### src/rtl/i2c_config_sequencer_if.sv
// Link between the config sequencer and the I2C byte-write master.
// Handshake: the sequencer raises i2c_dev_addr[8] with reg/data stable and holds it
// until the master returns a single-clock i2c_we; i2c_status[1] flags a NACK seen
// anywhere during that transaction.
interface i2c_config_sequencer_if;
    logic [8:0] i2c_dev_addr;
    logic [7:0] i2c_reg_addr;
    logic [7:0] i2c_data;
    logic       i2c_we;
    logic [1:0] i2c_status;

    modport master (
        output i2c_dev_addr,
        output i2c_reg_addr,
        output i2c_data,
        input  i2c_we,
        input  i2c_status
    );

    modport slave (
        input  i2c_dev_addr,
        input  i2c_reg_addr,
        input  i2c_data,
        output i2c_we,
        output i2c_status
    );
endinterface

### src/rtl/i2c_config_sequencer.sv
// Boot-time codec register loader with NACK retry and timeout, then a grant path
// for single host register writes (volume etc.) once initialisation succeeded.
module i2c_config_sequencer #(
    parameter logic [7:0] DEV_ADDR       = 8'h34,
    parameter int         NUM_ENTRIES    = 10,
    parameter int         IDX_W          = 4,
    parameter int         MAX_RETRY      = 3,
    parameter int         GAP_CYCLES     = 100,
    parameter int         TIMEOUT_CYCLES = 65535
) (
    input  logic                        clock,
    input  logic                        reset,
    input  logic                        start,
    output logic [IDX_W-1:0]            rom_index,
    input  logic [15:0]                 rom_entry,
    input  logic                        host_req,
    input  logic [7:0]                  host_reg,
    input  logic [7:0]                  host_data,
    output logic                        host_ack,
    i2c_config_sequencer_if.master      i2c,
    output logic                        busy,
    output logic                        init_done,
    output logic                        error,
    output logic [IDX_W-1:0]            err_index,
    output logic [2:0]                  state_dbg
);

    localparam int RETRY_W = (MAX_RETRY > 0) ? $clog2(MAX_RETRY + 1) : 1;
    localparam int GAP_W   = (GAP_CYCLES > 1) ? $clog2(GAP_CYCLES) : 1;

    typedef enum logic [2:0] {
        S_IDLE  = 3'd0,
        S_FETCH = 3'd1,
        S_ISSUE = 3'd2,
        S_WAIT  = 3'd3,
        S_CHECK = 3'd4,
        S_GAP   = 3'd5,
        S_FAIL  = 3'd6,
        S_DONE  = 3'd7
    } state_t;

    state_t             state;
    state_t             state_next;

    logic [IDX_W-1:0]   idx;
    logic [RETRY_W-1:0] retry;
    logic               retry_pend;
    logic               is_host;
    logic               nack_seen;
    logic [15:0]        tmo_cnt;
    logic [GAP_W-1:0]   gap_cnt;
    logic               req;
    logic [7:0]         reg_addr;
    logic [7:0]         wr_data;

    logic               accept_start;
    logic               accept_host;
    logic               tmo_hit;
    logic               gap_end;
    logic               last_entry;
    logic               retry_left;
    logic               unused_busy_bit;

    assign tmo_hit    = (tmo_cnt == 16'(TIMEOUT_CYCLES - 1));
    assign gap_end    = (gap_cnt == GAP_W'(GAP_CYCLES - 1));
    assign last_entry = (idx == IDX_W'(NUM_ENTRIES - 1));
    assign retry_left = (retry < RETRY_W'(MAX_RETRY));

    assign unused_busy_bit = i2c.i2c_status[0];

    assign rom_index        = idx;
    assign i2c.i2c_dev_addr = {req, DEV_ADDR};
    assign i2c.i2c_reg_addr = reg_addr;
    assign i2c.i2c_data     = wr_data;
    assign busy             = !((state == S_IDLE) || (state == S_DONE));
    assign state_dbg        = state;

    always_ff @(posedge clock or negedge reset) begin
        if (!reset) begin
            state <= S_IDLE;
        end else begin
            state <= state_next;
        end
    end

    // The !host_ack term stops the still-high host_req from being re-granted
    // in the cycle where the host is only just seeing its acknowledge.
    always_comb begin
        state_next   = state;
        accept_start = 1'b0;
        accept_host  = 1'b0;
        case (state)
            S_IDLE, S_DONE: begin
                if (start) begin
                    state_next   = S_FETCH;
                    accept_start = 1'b1;
                end else if (host_req && init_done && !host_ack) begin
                    state_next  = S_ISSUE;
                    accept_host = 1'b1;
                end
            end
            S_FETCH: state_next = S_ISSUE;
            S_ISSUE: state_next = S_WAIT;
            S_WAIT: begin
                if (i2c.i2c_we) begin
                    state_next = S_CHECK;
                end else if (tmo_hit) begin
                    state_next = S_FAIL;
                end
            end
            S_CHECK: begin
                if (!nack_seen || retry_left) begin
                    state_next = S_GAP;
                end else begin
                    state_next = S_FAIL;
                end
            end
            S_GAP: begin
                if (gap_end) begin
                    if (retry_pend) begin
                        state_next = S_ISSUE;
                    end else if (is_host) begin
                        state_next = init_done ? S_DONE : S_IDLE;
                    end else if (last_entry) begin
                        state_next = S_DONE;
                    end else begin
                        state_next = S_FETCH;
                    end
                end
            end
            S_FAIL:  state_next = is_host ? S_DONE : S_IDLE;
            default: state_next = S_IDLE;
        endcase
    end

    always_ff @(posedge clock or negedge reset) begin
        if (!reset) begin
            idx        <= '0;
            retry      <= '0;
            retry_pend <= 1'b0;
            is_host    <= 1'b0;
            nack_seen  <= 1'b0;
            tmo_cnt    <= '0;
            gap_cnt    <= '0;
            req        <= 1'b0;
            reg_addr   <= '0;
            wr_data    <= '0;
            host_ack   <= 1'b0;
            init_done  <= 1'b0;
            error      <= 1'b0;
            err_index  <= '0;
        end else begin
            host_ack <= 1'b0;
            case (state)
                S_IDLE, S_DONE: begin
                    if (accept_start) begin
                        idx        <= '0;
                        retry      <= '0;
                        retry_pend <= 1'b0;
                        is_host    <= 1'b0;
                        init_done  <= 1'b0;
                        error      <= 1'b0;
                    end else if (accept_host) begin
                        reg_addr   <= host_reg;
                        wr_data    <= host_data;
                        retry      <= '0;
                        retry_pend <= 1'b0;
                        is_host    <= 1'b1;
                    end
                end
                S_FETCH: begin
                    reg_addr <= rom_entry[15:8];
                    wr_data  <= rom_entry[7:0];
                end
                S_ISSUE: begin
                    req       <= 1'b1;
                    nack_seen <= 1'b0;
                    tmo_cnt   <= '0;
                end
                S_WAIT: begin
                    // The NACK bit is also sampled in the completion cycle itself.
                    nack_seen <= nack_seen | i2c.i2c_status[1];
                    if (i2c.i2c_we) begin
                        req <= 1'b0;
                    end else if (tmo_hit) begin
                        req   <= 1'b0;
                        error <= 1'b1;
                    end else begin
                        tmo_cnt <= tmo_cnt + 16'd1;
                    end
                end
                S_CHECK: begin
                    gap_cnt <= '0;
                    if (nack_seen && retry_left) begin
                        retry      <= retry + RETRY_W'(1);
                        retry_pend <= 1'b1;
                    end else begin
                        retry_pend <= 1'b0;
                    end
                end
                S_GAP: begin
                    if (!gap_end) begin
                        gap_cnt <= gap_cnt + GAP_W'(1);
                    end else if (retry_pend) begin
                        retry_pend <= 1'b0;
                    end else if (is_host) begin
                        host_ack <= 1'b1;
                    end else if (!last_entry) begin
                        idx   <= idx + IDX_W'(1);
                        retry <= '0;
                    end else begin
                        init_done <= 1'b1;
                    end
                end
                S_FAIL: begin
                    error <= 1'b1;
                    if (is_host) begin
                        err_index <= '1;
                        host_ack  <= 1'b1;
                    end else begin
                        err_index <= idx;
                    end
                end
                default: ;
            endcase
        end
    end

endmodule

### src/flat_wrapper.sv
// flat-port wrapper written by rule: the top's interface ports become plain ports
module i2c_config_sequencer_flat 
#(
    parameter logic [7:0] DEV_ADDR       = 8'h34,
    parameter int         NUM_ENTRIES    = 10,
    parameter int         IDX_W          = 4,
    parameter int         MAX_RETRY      = 3,
    parameter int         GAP_CYCLES     = 100,
    parameter int         TIMEOUT_CYCLES = 65535
)
  (clock, reset, start, rom_index, rom_entry, host_req, host_reg, host_data, host_ack, busy, init_done, error, err_index, state_dbg, i2c_i2c_dev_addr, i2c_i2c_reg_addr, i2c_i2c_data, i2c_i2c_we, i2c_i2c_status);
  i2c_config_sequencer_if i2c_i ();
  input  logic clock;
  input  logic reset;
  input  logic start;
  output logic [IDX_W-1:0] rom_index;
  input  logic [15:0] rom_entry;
  input  logic host_req;
  input  logic [7:0] host_reg;
  input  logic [7:0] host_data;
  output logic host_ack;
  output logic busy;
  output logic init_done;
  output logic error;
  output logic [IDX_W-1:0] err_index;
  output logic [2:0] state_dbg;
  output wire logic [$bits(i2c_i.i2c_dev_addr)-1:0] i2c_i2c_dev_addr;
  output wire logic [$bits(i2c_i.i2c_reg_addr)-1:0] i2c_i2c_reg_addr;
  output wire logic [$bits(i2c_i.i2c_data)-1:0] i2c_i2c_data;
  input wire logic [$bits(i2c_i.i2c_we)-1:0] i2c_i2c_we;
  input wire logic [$bits(i2c_i.i2c_status)-1:0] i2c_i2c_status;
  assign i2c_i2c_dev_addr = i2c_i.i2c_dev_addr;
  assign i2c_i2c_reg_addr = i2c_i.i2c_reg_addr;
  assign i2c_i2c_data = i2c_i.i2c_data;
  assign i2c_i.i2c_we = i2c_i2c_we;
  assign i2c_i.i2c_status = i2c_i2c_status;
  i2c_config_sequencer #(.DEV_ADDR(DEV_ADDR), .NUM_ENTRIES(NUM_ENTRIES), .IDX_W(IDX_W), .MAX_RETRY(MAX_RETRY), .GAP_CYCLES(GAP_CYCLES), .TIMEOUT_CYCLES(TIMEOUT_CYCLES)) u_core (.clock(clock), .reset(reset), .start(start), .rom_index(rom_index), .rom_entry(rom_entry), .host_req(host_req), .host_reg(host_reg), .host_data(host_data), .host_ack(host_ack), .i2c(i2c_i), .busy(busy), .init_done(init_done), .error(error), .err_index(err_index), .state_dbg(state_dbg));
endmodule
### config.mk
export PLATFORM = sky130hd
export DESIGN_NAME = i2c_config_sequencer_flat
export DESIGN_NICKNAME = d
export VERILOG_FILES = /design/src/rtl/i2c_config_sequencer_if.sv /design/src/rtl/i2c_config_sequencer.sv /design/src/flat_wrapper.sv
export SDC_FILE = /design/constraint.sdc
export NUM_CORES = 1
export LEC_CHECK = 0
export ABC_AREA = 1
export BUFFER_PORTS_ARGS = -buffer_cell sky130_fd_sc_hd__buf_2
export CAP_MARGIN = 20
export CORE_ASPECT_RATIO = 1.25
export CORE_MARGIN = 2
export CORE_UTILIZATION = 55
export CTS_BUF_LIST = sky130_fd_sc_hd__clkbuf_8
export CTS_CLUSTER_SIZE = 14
export DETAILED_ROUTE_END_ITERATION = 7
export GPL_TIMING_DRIVEN = 1
export PLACE_DENSITY = 0.81
export SLEW_MARGIN = 20
export SYNTH_ARGS = -nofsm -noshare
export SYNTH_HDL_FRONTEND = slang
export SYNTH_SLANG_ARGS = --single-unit
### constraint.sdc
create_clock -name clock -period 3 [get_ports clock]
set_clock_uncertainty 0.1 [all_clocks]
set_input_delay 0.15 -clock clock [delete_from_list [all_inputs] [get_ports clock]]
set_output_delay 0.15 -clock clock [all_outputs]
set_load 0.05 [all_outputs]
# Yosys cells after proc, flatten, opt, wreduce, memory -nomap -nowiden
# Cells that the tools add are included.
[totals]
word_cells = 142
output_inout_bits = 40
ff_bits = 59
input_bits = 39
[classes]
n_addsub = 4
bitwise = 1
n_reduce_logical = 28
order_cmp = 1
muxes = 67
eq_ne = 26
[op_table]
columns = ["operator", "count"]
rows = [
  ["$mux W16", 2],
  ["$mux W8", 4],
  ["$pmux W16 S2", 1],
  ["$pmux W8 S2", 2],
  ["$mux W3", 10],
  ["$mux W4", 6],
  ["$mux W1", 23],
  ["$pmux W3 S7", 1],
  ["$add A16 B1 Y16 const B", 1],
  ["$eq A16 B16 Y1 const B", 1],
  ["$mux W2", 8],
  ["$ne A2 B2 Y1 const B", 7],
  ["$pmux W7 S2", 1],
  ["$eq A3 B3 Y1 const B", 4],
  ["$ne A2 B1 Y1 const B", 6],
  ["$reduce_and A3 Y1", 4],
  ["$reduce_and A6 Y1", 2],
  ["$reduce_bool A2 Y1", 5],
  ["$pmux W1 S2", 4],
  ["$pmux W4 S2", 1],
  ["$add A7 B1 Y7 const B", 1],
  ["$eq A7 B7 Y1 const B", 1],
  ["$mux W7", 1],
  ["$reduce_and A7 Y1", 1],
  ["other kinds (19)", 30],
]

# Depth between registers and ports, before layout
[depth]
word_depth = 8
depth_mapped = 11
mapped_depth_nobuf = 11

# Least setup slack after synthesis
# No wires, ideal clock.
[synth_timing]
path_kind = "register to register"
start = "reg u_core.state[1] (netlist: u_core.state_dbg[1])"
end = "reg u_core.wr_data[0] (netlist: u_core.i2c.i2c_data[0])"
n_path_buf = 2
t_required_ns = 2.774
slack_ns = 0.919
arrival_ns = 1.855
path_stages_with_launch = 10
synth_period_minus_slack_ns = 2.081
setup_time_ns = 0.126
path_cell_list = "dfrtp_1 buf_4 inv_1 nand2_1 nand2_2 nand2_2 nor2_2 a21oi_2 clkbuf_2 o21ai_0"
[synth_between]
elab_chain_len = 5
word_cells_on_any_way = 11
classes_between = "eq/ne: 4; mux: 3; reduce/logical: 4"
[synth_lines]
columns = ["element", "line_no", "text"]
rows = [
  ["start: declaration", "i2c_config_sequencer.sv:42", "state_t state;"],
  ["start signal: assignment", "i2c_config_sequencer.sv:82", "state <= state_next;"],
  ["$eq A3 B3 Y1 or $logic_not A3 Y1 (tied branches)", "i2c_config_sequencer.sv:92, i2c_config_sequencer.sv:154", ""],
  ["$reduce_or A2 Y1", "i2c_config_sequencer.sv:92, i2c_config_sequencer.sv:154", ""],
  ["$mux W1", "i2c_config_sequencer.sv:92", "case (state)"],
  ["$ne A2 B2 Y1 (no line) or $ne A2 B1 Y1 (tied branches)", "--", ""],
  ["$reduce_and A3 Y1 (no line)", "--", ""],
  ["end signal: assignment", "i2c_config_sequencer.sv:165", "wr_data <= host_data;"],
  ["end signal: assignment", "i2c_config_sequencer.sv:173", "wr_data <= rom_entry[7:0];"],
  ["end: declaration", "i2c_config_sequencer.sv:54", "logic [7:0] wr_data;"],
]
# Several ways; a longest one is shown, not always the timed one.
# A chain may end at the register's enable or synchronous reset.

# Worst setup path after layout
[layout_timing]
start = "reg u_core.state[2] (netlist: u_core.state_dbg[2])"
end = "reg u_core.tmo_cnt[9]"
[layout_between]
elab_chain_len = 3
word_cells_on_any_way = 7
classes_between = "eq/ne: 4; mux: 1; reduce/logical: 2"
[layout_lines]
columns = ["element", "line_no", "text"]
rows = [
  ["$eq A3 B2 Y1", "i2c_config_sequencer.sv:154", "case (state)"],
  ["$ne A2 B2 Y1 (no line) or $reduce_bool A2 Y1 (tied branches)", "--", ""],
  ["$reduce_and A3 Y1 (no line)", "--", ""],
  ["end signal: assignment", "i2c_config_sequencer.sv:189", "tmo_cnt <= tmo_cnt + 16'd1;"],
  ["end: declaration", "i2c_config_sequencer.sv:50", "logic [15:0] tmo_cnt;"],
]
# Several ways; a longest one is shown, not always the timed one.

==> impl_metrics.tcl <==
set metrics [dict create \
    synth_top_area_cell "dfrtp_1" \
    final_max_slew_viol_count 0 \
    yosys_warnings 0 \
    slowest_stage "dfrtp_1" \
    p_leak_uw 0.00211 \
    drt-initial-drc-count 108 \
    synth_top_flop_cell "dfrtp_1" \
    area_delta_synth_final_pct 15.6 \
    clock_sinks 59 \
    grt.overflow.total 0 \
    grt_pass1_vias 3227 \
    drive_above_1_share_pct 23.1 \
    dieArea_sq_mm 0.00717 \
    reg2reg_depth 6 \
    cp.required_ps 3180 \
    worstPathArrival_ps 2120 \
    clkLatencyLatePin_ps 340 \
    synth.distinct_cells 35 \
    synth_edf_count 0 \
    cts_setup_buffers 0 \
    io_pins 79 \
    met1_usage_pct 24.8 \
    core_sq_mm 0.00625 \
    antenna_found_initial 0 \
    slew_headroom_pct 57.9 \
    hp-class "in -> reg" \
    met2_usage_pct 45.7 \
    drtAntennaViolNets 0 \
    vias 3304 \
    path_cells "nor2_2, inv_2, nor2_2, a21oi_1, nand2_1, nand2_1" \
    worst_pin_slew_ps 631 \
    initial_core_util_pct 57.3 \
    powerDensity_mw_per_mm2 906 \
    ctsResizeCount 0 \
    grt_start_max_net_pins 51 \
    worst_setup_path_end_kind "flop" \
    fin_crit_ps 1940 \
    cts_hold_buffers 2 \
    syn_area_sq_mm 0.00358 \
    cts_buffer_depth 2 \
    hold_path_depth 4 \
    io_buffers 69 \
    track_usage_pct 23.6 \
    outcome "complete, no violations" \
    syn_avg_cell_area_sq_um 7.49 \
    die_h_um 94.2 \
    yosysSeqAreaShare_pct 41.2 \
    yosysTopAreaCellShare_pct 41.2 \
    instances_no_fill 639 \
    n_antenna_cell 0 \
    num-nets-final 594 \
    hold_viol 0 \
    finalSetupViolations 0 \
    syn_inst 478 \
    yosysMostFrequentCell "nand2_1" \
    path_clk_slew_ps 70 \
    max_cap_viol_count 0 \
    synth_common_cells "155 x nand2_1, 59 x dfrtp_1, 48 x nor2_1" \
    gp_congestion 0.959 \
    tns_ps 0 \
    drc 0 \
    grt-busiest-layer "met2" \
    critPathKind "reg -> reg" \
    h-tree-depth 3 \
    max_freq_mhz 515 \
    rsz0062_at_grt "no" \
    root_buffer "clkbuf_8" \
    cts_tree "built" \
    ir_drop_mv 0.700 \
    cts_buffers 9 \
    cp_max_fo 17 \
    dp.cells 621 \
    gr-usage-met3_pct 4.90 \
    post-dp-hpwl_um 5960 \
    drt-total-wl_um 8010 \
    setup.worst_path.start_class "flop" \
    netlist_top_cells_area "dfrtp_1 41%, nand2_1 16%, mux2_2 5.0%, nor2_1 5.0%, o21ai_0 4.6%" \
    viasPerCell 5.17 \
    synth-seq-cells 59 \
    row_count 32 \
    cpPeakStageDelay_ps 580 \
    wl_per_cell_um 12.5 \
    firstDrtPassIters 6 \
    die_w_um 76.2 \
    async_flop_share_pct 100 \
    period_share_pct 64.8 \
    grt_pass1_wl_um 13500 \
]
per-layer routing:
| layer | vias up | wire length, um |
|---|---|---|
| li1 | 1650 | - |
| met1 | 1550 | 3130 |
| met2 | 83 | 4360 |
| met3 | 21 | 318 |
| met4 | 0 | 205 |
| met5 | - | 0 |
cell type report:
cell class	instances	area, sq um
Multi-Input combinational cell	356	1810
Sequential cell	59	1480
Fill cell	543	2110
Clock buffer	11	151
Inverter	50	188
Clock inverter	5	28.8
Tap cell	85	106
Timing Repair Buffer	73	380
state kept, by name, summed over array words and instances (netlist names), 2 cells and up:
name	flops
u_core.i2c.i2c_data	8
u_core.err_index	4
u_core.gap_cnt	7
u_core.rom_index	4
u_core.retry	2
u_core.state_dbg	3
u_core.tmo_cnt	16
u_core.i2c.i2c_reg_addr	8
worst paths after layout:
| kind | start | endpoint | slack, ps |
|---|---|---|---|
| hold reg to reg | u_core.err_index[0]$_DFFE_PN0N_ | u_core.err_index[0]$_DFFE_PN0N_ | 390 |
| setup reg to reg | u_core.state_dbg[2]$_DFFE_PN0P_ | u_core.tmo_cnt[9]$_DFFE_PN0P_ | 1060 |
| max in group asynchronous | reset | u_core.rom_index[1]$_DFFE_PN0P_ | 1810 |
| setup / recovery | u_core.state_dbg[2]$_DFFE_PN0P_ | u_core.tmo_cnt[9]$_DFFE_PN0P_ | 1060 |
| min in group asynchronous | reset | u_core.tmo_cnt[7]$_DFFE_PN0P_ | 100 |
| hold / removal | start | u_core.is_host$_DFFE_PN0P_ | 40 |
per-stage QoR:
stage | util [%] | hold WS (ps) | setup slack, ps | total power (uW) | instance area, sq um
final | 66.2 | 36.2 | 1060 | 3750 | 4140
after global routing | 66.2 | 38.0 | 836 | 4000 | 4140
after CTS | 66.2 | 28.5 | 1060 | 3780 | 4140
after detailed placement | 63.0 | -73.5 | 1070 | 3120 | 3940
after global placement | 63.0 | -77.3 | 1090 | 3060 | 3940
after floorplan | - | -246 | 919 | 2730 | 3600
logic make-up after synthesis:
kind of cell             count (synthesis)  share of synthesized area, %
AO/OA/AOI/OAI                           51                          8.14
XOR/XNOR                                10                          2.45
adder cells (fa/ha/maj)                  6                          2.10
buffers and inverters                   69                          8.91
flip-flops                              59                          41.2
multiplexers                            16                          5.03
other                                    2                         0.210
AND/OR/NAND/NOR                        265                          31.9
worst max-delay path, delay by kind of cell (launching register included):
| kind | cells | cell delay (ps) |
|---|---|---|
| AOI/OAI and AO/OA | 1 | 510 |
| buffers and inverters | 1 | 270 |
| DFF | 1 | 580 |
| and+or+nand+nor | 4 | 420 |
power by group:
| part | internal (uW) | switching, uW | total (uW) |
|---|---|---|---|
| registers | 1010 | 172 | 1180 |
| logic | 490 | 1430 | 1920 |
| clock network | 338 | 309 | 647 |
placed cells by master (no fill, tap or decap), types with 2 or more instances in the layout:
master	instances
mux2_2	16
buf_4	2
nand3b_1	3
nand2_2	4
o22ai_1	2
nor2_2	4
nand4_1	10
conb_1	8
nand3_1	29
or2_2	3
buf_2	69
o21ai_1	2
xor2_1	7
dlygate4sd3_1	2
ha_1	6
o21bai_1	5
inv_1	44
a21oi_1	5
o21ai_0	33
clkinvlp_4	2
nand2_4	2
nor2_1	48
xnor2_1	3
clkbuf_8	11
clkinv_2	2
nor3_1	4
inv_2	7
nand2_1	155
dfrtp_1	59
Power figures use the tool's default switching activity.
